File: src/rtl/fifo_burst_writer_if.sv
// Handshake bundle between the burst writer, its FIFO read port and the system bus.
interface fifo_burst_writer_if;
  logic        start;
  logic [31:0] base_addr;
  logic [15:0] word_count;
  logic        fifo_empty;
  logic [31:0] fifo_data;
  logic        fifo_r_en;
  logic        bus_req;
  logic        bus_gnt;
  logic        bus_valid;
  logic        bus_ready;
  logic [31:0] bus_addr;
  logic [31:0] bus_wdata;
  logic        bus_last;
  logic        busy;
  logic        done;
  logic        err;

  // Writer side
  modport master (
    input  start, base_addr, word_count, fifo_empty, fifo_data, bus_gnt, bus_ready,
    output fifo_r_en, bus_req, bus_valid, bus_addr, bus_wdata, bus_last, busy, done, err
  );

  // Environment side: software/FIFO/bus
  modport slave (
    output start, base_addr, word_count, fifo_empty, fifo_data, bus_gnt, bus_ready,
    input  fifo_r_en, bus_req, bus_valid, bus_addr, bus_wdata, bus_last, busy, done, err
  );
endinterface

File: src/rtl/fifo_burst_writer.sv
// Drains word_count words from a show-ahead FIFO and writes them to the bus as
// incrementing-address bursts of up to BURST_LEN beats, one arbitration per burst.
module fifo_burst_writer #(
  parameter int BURST_LEN = 4,
  parameter int TIMEOUT   = 255
) (
  input  logic                clk,
  input  logic                rst_n,
  fifo_burst_writer_if.master bw
);
  localparam int BW = $clog2(BURST_LEN + 1);
  localparam int TW = $clog2(TIMEOUT + 1);

  typedef enum logic [1:0] {S_IDLE, S_ARB, S_XFER, S_DONE} state_e;

  state_e        state_q;
  logic [31:0]   fetch_addr_q;   // address of the next word to be popped
  logic [15:0]   remaining_q;    // words not yet accepted by the bus
  logic [BW-1:0] burst_cnt_q;
  logic [BW-1:0] fetched_q;      // words popped in the current burst
  logic [TW-1:0] idle_cnt_q;
  logic          bus_req_q, bus_valid_q, bus_last_q;
  logic          busy_q, done_q, err_q;
  logic [31:0]   bus_addr_q, bus_wdata_q;

  logic          pop, accept, idle_tick, last_fetch;
  logic [BW-1:0] burst_cnt_d;

  // Pop whenever the output slot is free or being emptied this cycle.
  always_comb begin
    pop         = (state_q == S_XFER) && !bw.fifo_empty && (fetched_q < burst_cnt_q) &&
                  (!bus_valid_q || bw.bus_ready);
    accept      = bus_valid_q && bw.bus_ready;
    idle_tick   = (state_q == S_XFER) && !bus_valid_q && bw.fifo_empty;
    last_fetch  = (fetched_q + BW'(1)) == burst_cnt_q;
    burst_cnt_d = (remaining_q < 16'(BURST_LEN)) ? BW'(remaining_q) : BW'(BURST_LEN);
  end

  // Job FSM with all bus/status outputs registered.
  always_ff @(posedge clk or negedge rst_n) begin
    if (!rst_n) begin
      state_q      <= S_IDLE;
      fetch_addr_q <= '0;
      remaining_q  <= '0;
      burst_cnt_q  <= '0;
      fetched_q    <= '0;
      idle_cnt_q   <= '0;
      bus_req_q    <= 1'b0;
      bus_valid_q  <= 1'b0;
      bus_last_q   <= 1'b0;
      bus_addr_q   <= '0;
      bus_wdata_q  <= '0;
      busy_q       <= 1'b0;
      done_q       <= 1'b0;
      err_q        <= 1'b0;
    end else begin
      done_q <= 1'b0;
      case (state_q)
        S_IDLE: begin
          if (bw.start) begin
            fetch_addr_q <= bw.base_addr;
            remaining_q  <= bw.word_count;
            err_q        <= 1'b0;
            busy_q       <= 1'b1;
            if (bw.base_addr[1:0] != 2'b00) begin
              err_q   <= 1'b1;
              done_q  <= 1'b1;
              state_q <= S_DONE;
            end else if (bw.word_count == 16'd0) begin
              done_q  <= 1'b1;
              state_q <= S_DONE;
            end else begin
              bus_req_q <= 1'b1;
              state_q   <= S_ARB;
            end
          end
        end
        S_ARB: begin
          // Request was dropped for one cycle after a burst; raise it again here.
          if (bus_req_q && bw.bus_gnt) begin
            burst_cnt_q <= burst_cnt_d;
            fetched_q   <= '0;
            idle_cnt_q  <= '0;
            state_q     <= S_XFER;
          end else begin
            bus_req_q <= 1'b1;
          end
        end
        S_XFER: begin
          if (pop) begin
            fetched_q    <= fetched_q + BW'(1);
            fetch_addr_q <= fetch_addr_q + 32'd4;
            bus_addr_q   <= fetch_addr_q;
            bus_wdata_q  <= bw.fifo_data;
            bus_valid_q  <= 1'b1;
            bus_last_q   <= last_fetch;
            idle_cnt_q   <= '0;
          end else if (accept) begin
            bus_valid_q <= 1'b0;
            bus_last_q  <= 1'b0;
          end
          if (accept) begin
            remaining_q <= remaining_q - 16'd1;
            if (bus_last_q) begin
              bus_req_q <= 1'b0;
              if (remaining_q == 16'd1) begin
                done_q  <= 1'b1;
                state_q <= S_DONE;
              end else begin
                state_q <= S_ARB;
              end
            end
          end else if (idle_tick) begin
            // Starved: abort once TIMEOUT consecutive empty cycles have passed.
            if (idle_cnt_q == TW'(TIMEOUT - 1)) begin
              err_q       <= 1'b1;
              bus_req_q   <= 1'b0;
              bus_valid_q <= 1'b0;
              bus_last_q  <= 1'b0;
              done_q      <= 1'b1;
              state_q     <= S_DONE;
            end else begin
              idle_cnt_q <= idle_cnt_q + TW'(1);
            end
          end
        end
        S_DONE: begin
          busy_q  <= 1'b0;
          state_q <= S_IDLE;
        end
        default: state_q <= S_IDLE;
      endcase
    end
  end

  assign bw.fifo_r_en = pop;
  assign bw.bus_req   = bus_req_q;
  assign bw.bus_valid = bus_valid_q;
  assign bw.bus_addr  = bus_addr_q;
  assign bw.bus_wdata = bus_wdata_q;
  assign bw.bus_last  = bus_last_q;
  assign bw.busy      = busy_q;
  assign bw.done      = done_q;
  assign bw.err       = err_q;
endmodule

File: src/flat_wrapper.sv
// flat-port wrapper written by rule: the top's interface ports become plain ports
module fifo_burst_writer_flat 
#(
  parameter int BURST_LEN = 4,
  parameter int TIMEOUT   = 255
)
  (clk, rst_n, bw_start, bw_base_addr, bw_word_count, bw_fifo_empty, bw_fifo_data, bw_bus_gnt, bw_bus_ready, bw_fifo_r_en, bw_bus_req, bw_bus_valid, bw_bus_addr, bw_bus_wdata, bw_bus_last, bw_busy, bw_done, bw_err);
  fifo_burst_writer_if bw_i ();
  input  logic clk;
  input  logic rst_n;
  input wire logic [$bits(bw_i.start)-1:0] bw_start;
  input wire logic [$bits(bw_i.base_addr)-1:0] bw_base_addr;
  input wire logic [$bits(bw_i.word_count)-1:0] bw_word_count;
  input wire logic [$bits(bw_i.fifo_empty)-1:0] bw_fifo_empty;
  input wire logic [$bits(bw_i.fifo_data)-1:0] bw_fifo_data;
  input wire logic [$bits(bw_i.bus_gnt)-1:0] bw_bus_gnt;
  input wire logic [$bits(bw_i.bus_ready)-1:0] bw_bus_ready;
  output wire logic [$bits(bw_i.fifo_r_en)-1:0] bw_fifo_r_en;
  output wire logic [$bits(bw_i.bus_req)-1:0] bw_bus_req;
  output wire logic [$bits(bw_i.bus_valid)-1:0] bw_bus_valid;
  output wire logic [$bits(bw_i.bus_addr)-1:0] bw_bus_addr;
  output wire logic [$bits(bw_i.bus_wdata)-1:0] bw_bus_wdata;
  output wire logic [$bits(bw_i.bus_last)-1:0] bw_bus_last;
  output wire logic [$bits(bw_i.busy)-1:0] bw_busy;
  output wire logic [$bits(bw_i.done)-1:0] bw_done;
  output wire logic [$bits(bw_i.err)-1:0] bw_err;
  assign bw_i.start = bw_start;
  assign bw_i.base_addr = bw_base_addr;
  assign bw_i.word_count = bw_word_count;
  assign bw_i.fifo_empty = bw_fifo_empty;
  assign bw_i.fifo_data = bw_fifo_data;
  assign bw_i.bus_gnt = bw_bus_gnt;
  assign bw_i.bus_ready = bw_bus_ready;
  assign bw_fifo_r_en = bw_i.fifo_r_en;
  assign bw_bus_req = bw_i.bus_req;
  assign bw_bus_valid = bw_i.bus_valid;
  assign bw_bus_addr = bw_i.bus_addr;
  assign bw_bus_wdata = bw_i.bus_wdata;
  assign bw_bus_last = bw_i.bus_last;
  assign bw_busy = bw_i.busy;
  assign bw_done = bw_i.done;
  assign bw_err = bw_i.err;
  fifo_burst_writer #(.BURST_LEN(BURST_LEN), .TIMEOUT(TIMEOUT)) u_core (.clk(clk), .rst_n(rst_n), .bw(bw_i));
endmodule
File: config.mk
export PLATFORM = sky130hd
export DESIGN_NAME = fifo_burst_writer_flat
export DESIGN_NICKNAME = d
export VERILOG_FILES = /design/src/rtl/fifo_burst_writer_if.sv /design/src/rtl/fifo_burst_writer.sv /design/src/flat_wrapper.sv
export SDC_FILE = /design/constraint.sdc
export NUM_CORES = 1
export LEC_CHECK = 0
export ABC_CLOCK_PERIOD_IN_PS = 2090
export CELL_PAD_IN_SITES_DETAIL_PLACEMENT = 1
export CELL_PAD_IN_SITES_GLOBAL_PLACEMENT = 2
export CORE_UTILIZATION = 27
export CTS_BUF_LIST = sky130_fd_sc_hd__clkbuf_2
export DETAILED_ROUTE_END_ITERATION = 12
export PLACE_DENSITY = 0.74
export RECOVER_POWER = 25
export SETUP_SLACK_MARGIN = 0.3
export SLEW_MARGIN = 20
export SYNTH_ARGS = -nofsm -noshare
export SYNTH_HDL_FRONTEND = slang
export SYNTH_SLANG_ARGS = --single-unit
File: constraint.sdc
create_clock -name clk -period 2.09 [get_ports clk]
set_input_delay 0.418 -clock clk [delete_from_list [all_inputs] [get_ports clk]]
set_output_delay 0.418 -clock clk [all_outputs]
set_load 0.02 [all_outputs]
==> flow_summary.ini, run 1 <==
[logic_synthesis]
synth-edff-count = 0
synth_top_family_by_area = simple AND/OR/NAND/NOR gates
ys.flop_type = dfrtp_1
avgSynthCellArea_um2 = 8.51
syn_inst = 804
syn_area_um2 = 6840
synth-simple-area-share_pct = 25.5
synth_warnings = 0
synth_area_leaders = dfrtp_1 49%, nand2_1 13%, a21oi_1 4.0%
synth_compound_area_share_pct = 17.3
yosys.area_share.xor_xnor_pct = 0.384
synth_fa_ha_area_share_pct = 2.38
yosysTopAreaCellShare_pct = 49.0
async_flop_share_pct = 100
muxShareOfSynthArea_pct = 1.50
ys_ff_latch = 134
synth_cell_type_count = 57
yosys-top-cells-count = 244 x nand2_1, 134 x dfrtp_1, 54 x a21oi_1
yosysMostFrequentCell = nand2_1
yosysTopAreaCell = dfrtp_1
synthesis.nets = 903
ys_seq_area_share_pct = 49.0

[run]
max_cap_violations = 0

[final_layout]
layoutNonFillerInstCount = 1511
nNetsFinal = 1272
fin_area_um2 = 13100
fin_util_pct = 53.4
syn_to_final_growth_pct = 91.9
drive_gt1_share_pct = 51.3

[clocking]
cts_tree = done
cts_root_buf = clkbuf_2
h-tree-depth = 4
cts.sinks = 134
clkTransAtPathRegs_ps = 280
cts_buffers = 17
clk_path_buf_depth = 2
clock_insertion_delay_worst_skew_ps = 780

[floorplanning]
core_area_um2 = 24600
rows = 57
die_area_um2 = 26000
die_h_um = 161
ios = 157
die_w_um = 161
start_util_pct = 27.8

[drt]
route.vias.total = 7753
post_drt_wl_per_cell_um = 20.2
ant_nets = 0
firstDrtPassIters = 5
drc_errors = 0
drtIter0Drc = 377
routed_wl_um = 30500
viasPerCell = 5.13

[critical_path]
cp.arrival_ps = 3290
critPathLaunchType = flip-flop
required_ps = 2760
critPathMaxFanout = 5
end_kind = flip-flop
worstRegToRegCells = 18
path_class = reg -> reg

[timing]
min_period_ps = 2620
finalClockSkew_ps = 71.4
setup_viol = 71
worstMarginPinSlew_ps = 1070
layout_setup_ws_ps = -533
hold_violations = 0
slew_viol_final = 0
max_freq_mhz = 381
min_period_over_period_pct = 125
rsz0062_at_grt = yes
relSlewSlack_pct = 28.4

[run_status]
violations = setup timing
status = finished, violations left

[global_route]
grt_pass1_vias = 7770
grt_max_degree = 57
grt_antenna_before_repair = 1
grt_pass1_wl_um = 44100
grt.overflow.total = 0
grt_use_total_pct = 21.8

[power_and_ir_drop]
fin_total_pwr_mw = 20.8
p_leak_nw = 5.96
ir_worst_vdd_mv = 0.695
powerDensity_nw_per_um2 = 1580

[min_path]
worstHoldPathType = in -> reg
hold_depth = 3

[placed_design]
dp_cells = 1325
dp_hpwl_um = 17200
io_buffer_count = 156
place.gp.congestion = 0.769
place_area_um2 = 9520
==> metal layers <==
metal,routed length (um),global-route usage [%],vias up
met5,0,0,-
met3,1040,3.36,52
met2,15700,37.2,185
li1,-,-,3581
met4,749,5.96,0
met1,13000,28.7,3935
==> report_power, final <==
part	total, mW	leakage (nW)	switching (mW)	internal [mW]
combinational	14.1	4.19	6.75	7.39
clock	1.73	0.146	1.24	0.488
sequential	4.91	1.62	1.16	3.74
total	20.8	5.96	9.16	11.6
==> timing repair <==
action / in CTS / in global routing
setup endpoints to repair: 201 / 203
hold buffers: 1 / 0
setup buffers: 72 / 57
pin swaps: 70 / 73
resized for setup: 658 / 196
cloned: 16 / 7
hold endpoints to repair: 134 / 0
==> final timing paths <==
kind,from,end,slack [ps]
setup / recovery,u_core.fetched_q[1]$_DFFE_PN0P_,u_core.bw.bus_addr[24]$_DFFE_PN0P_,-530
hold / removal,bw_fifo_data[3],u_core.bw.bus_wdata[3]$_DFFE_PN0P_,160
setup reg to reg,u_core.fetched_q[1]$_DFFE_PN0P_,u_core.bw.bus_addr[24]$_DFFE_PN0P_,-530
hold reg to reg,u_core.bw.bus_wdata[1]$_DFFE_PN0P_,u_core.bw.bus_wdata[1]$_DFFE_PN0P_,540
max in group asynchronous,rst_n,u_core.fetch_addr_q[7]$_DFFE_PN0P_,410
min in group asynchronous,rst_n,u_core.fetch_addr_q[12]$_DFFE_PN0P_,310
==> kinds of logic after synthesis <==
logic type	Yosys count
buf+inv	69
fa+ha+maj	13
xor+xnor	3
simple gates	393
compound gates	182
flops	134
mux	10
==> layout by cell type (no fill, tap or decap), drive strengths merged, types with 4 or more instances in the layout <==
master / n
buf: 306
nand2: 244
dfrtp: 134
clkdlybuf4s50: 84
a21oi: 54
o21ai: 38
nor2: 31
nand3: 27
clkbuf: 26
inv: 24
o22ai: 18
nor3: 18
nand4: 16
ha: 13
a2bb2oi: 12
nor4: 12
a31oi: 11
o22a: 10
and3: 10
or3: 10
mux2i: 8
nor2b: 5
clkinv: 5
a211oi: 4
a21o: 4
a22o: 4
nand2b: 4
or4: 4
==> metrics by stage <==
stage          worst slack (ps)  TNS [ps]  hold WS, ps
2_1_floorplan               147         0          122
3_3_place_gp               -249    -18940          356
3_5_place_dp               -311    -21340          349
4_1_cts                    -492    -22660         46.3
5_1_grt                    -589    -31350         61.8
6_report                   -533    -28400          158
==> sequential cells by signal, indices dropped and copies added, names as in the netlist, 2 cells and up <==
signal and flops:
u_core.bw.bus_addr 32, u_core.bw.bus_wdata 32, u_core.fetch_addr_q 32, u_core.remaining_q 16, u_core.idle_cnt_q 8, u_core.burst_cnt_q 3, u_core.fetched_q 3, u_core.state_q 2
==> layout make-up <==
class,instances,area [um^2]
diodes,1,2.50
inverters,17,71.3
repair buffers,402,4440
fillers,2672,11500
multi-input cells,601,4600
flip-flops and latches,134,3360
clock inverters,15,164
well taps,324,405
clock buffers,17,85.1
==> worst max-delay path: stages, from the launching register on <==
cell	delay, ps
dfrtp_1	480
ha_4	270
nor2b_4	130
o21ai_2	80
nand2_2	140
inv_4	60
buf_4	130
buf_6	110
buf_6	100
buf_6	100
buf_6	100
buf_6	100
buf_6	120
buf_8	130
buf_12	130
buf_12	120
buf_12	140
nand2_4	60
nand2_2	40
Power figures use the tool's default switching activity.
==> run 2, diff against run 1 <==
--- a/config.mk
+++ b/config.mk
@@ -8,6 +8,7 @@
 export ABC_CLOCK_PERIOD_IN_PS = 2090
 export CELL_PAD_IN_SITES_DETAIL_PLACEMENT = 1
 export CELL_PAD_IN_SITES_GLOBAL_PLACEMENT = 2
+export CORE_MARGIN = 2
 export CORE_UTILIZATION = 27
 export CTS_BUF_LIST = sky130_fd_sc_hd__clkbuf_2
 export DETAILED_ROUTE_END_ITERATION = 12
==> flow_summary.ini, run 2 (same netlist as run 1, synthesis figures left out) <==
[floorplanning]
die_area_um2 = 26600
core_area_um2 = 25000
die_w_um = 163
ios = 157
rows = 58
start_util_pct = 27.3
die_h_um = 163

[critical_path]
cp.arrival_ps = 2140
crit_family = flip-flops
crit_top_cell = inv_4
end_kind = output pin
reg2reg_from = u_core.state_q[1]$_DFFE_PN0P_
critPathMaxFanout = 2
crit_buf_inv = 4
critical_path.max_stage_delay_ps = 450
path_class = reg -> out
startpoint = u_core.state_q[0]$_DFFE_PN0P_
cp_slowest_cell = dfrtp_1
path_cells = inv_2 -> ha_4 -> inv_4 -> a2111oi_4 -> nand2_2 -> inv_4 -> buf_6
required_ps = 1670
critPathLaunchType = flip-flop

[clocking]
cts_root_buf = clkbuf_2
clock_insertion_delay_worst_skew_ps = 760
clkTransAtPathRegs_ps = 260
cts_buffers = 17
clk_path_buf_depth = 2
h-tree-depth = 4
cts_tree = done
cts.sinks = 134

[drt]
post_drt_wl_per_cell_um = 19.5
firstDrtPassIters = 5
ant_nets = 0
drtIter0Drc = 263
route.vias.total = 7425
drc_errors = 0
viasPerCell = 5.04
routed_wl_um = 28800

[timing]
layout_setup_ws_ps = -466
setup_viol = 64
rsz0062_at_grt = yes
worstMarginPinSlew_ps = 1150
slew_viol_final = 0
min_period_ps = 2560
min_period_over_period_pct = 122
hold_violations = 0
relSlewSlack_pct = 23.2
max_freq_mhz = 391
finalClockSkew_ps = 49.6

[placed_design]
dp_slack_ps = -580
place.gp.congestion = 0.775
dp_cells = 1333
dp_hpwl_um = 16700
io_buffer_count = 156

[final_layout]
drive_gt1_share_pct = 37.9
nNetsFinal = 1229
final_common_cell = nand2_1
fin_util_pct = 47.5
layoutNonFillerInstCount = 1474
final_cell_mix = 234 x nand2_1, 132 x dfrtp_1, 126 x buf_4
syn_to_final_growth_pct = 73.9

[power_and_ir_drop]
powerDensity_nw_per_um2 = 1600
ir_worst_vdd_mv = 0.653
fin_total_pwr_mw = 19.1
p_leak_nw = 5.34

[global_route]
grt_use_total_pct = 19.9
grt_antenna_before_repair = 2
use_met3_pct = 3.05
grt_pass1_wl_um = 41300
grt.overflow.total = 0
grt_util_met1_pct = 25.4
grt.busiest_layer = met2
grt_pass1_vias = 7405
use_met2_pct = 34.8
grt_max_degree = 53

[min_path]
min-delay-start = bw_fifo_data[17]
worstHoldPathType = in -> reg

[run_status]
violations = setup timing
status = finished, violations left

[run]
max_cap_violations = 0
[run 2: cell count changes in the layout (fill, tap and decap cells not counted), sizes merged]
| cell | before | now |
|---|---|---|
| buf | 306 | 262 |
| clkbuf | 26 | 28 |
| bufbuf | 2 | 1 |
| bufinv | 1 | 2 |
| clkinvlp | 2 | 1 |
[run 2: layout make-up]
type,instances,area (um^2)
timing repair buffer,359,3860
inverter,17,73.8
clock buffer,17,85.1
sequential,134,3360
fill,2834,13100
tap,330,413
clock inverter,15,169
antenna,1,2.50
multi-input combinational,601,3940
[run 2: where the power goes]
group	leakage [nW]	internal [mW]	switching, mW
Combinational	3.56	6.47	6.05
Clock	0.152	0.586	1.18
Sequential	1.63	3.74	1.06
Total	5.34	10.8	8.29
[run 2: per-layer routing]
metal	part of all wire, %	wire (um)
met1	42	12100
met2	52	15000
met3	3.5	1020
met4	2.3	660
met5	0	0
[run 2: worst paths after layout]
path / to / slack, ps / cells past startpoint
min in group asynchronous: u_core.bw.bus_wdata[16]$_DFFE_PN0P_ / 370 / 2
max reg2reg: u_core.fetch_addr_q[17]$_DFFE_PN0P_ / -300 / 15
max: bw_fifo_r_en / -470 / 7
min reg2reg: u_core.bw.bus_addr[31]$_DFFE_PN0P_ / 530 / 2
max in group asynchronous: u_core.remaining_q[10]$_DFFE_PN0P_ / 170 / 3
min: u_core.bw.bus_wdata[17]$_DFFE_PN0P_ / 130 / 3
[run 2: worst min-delay path: stages]
cell,delay (ps)
clkdlybuf4s50_1,400
nand2_1,60
nand2_1,40
[run 2: metrics by stage]
step	TNS (ps)	cell area, um^2	hold WS, ps
5_1_grt	-16990	11900	39.0
6_report	-11200	11900	131
3_5_place_dp	-30410	9490	369
3_3_place_gp	-28930	9490	361
4_1_cts	-1430	10900	35.7
2_1_floorplan	0	6970	122
[run 2: repair_timing]
action                                  4_1_cts  5_1_grt
cloned                                        8       14
endpoints found under the hold margin       134        0
gates resized for setup                     537      125
pin swaps                                    27       40
endpoints found under the setup margin      195      204
hold buffers                                  1        0
setup buffers                                46       39
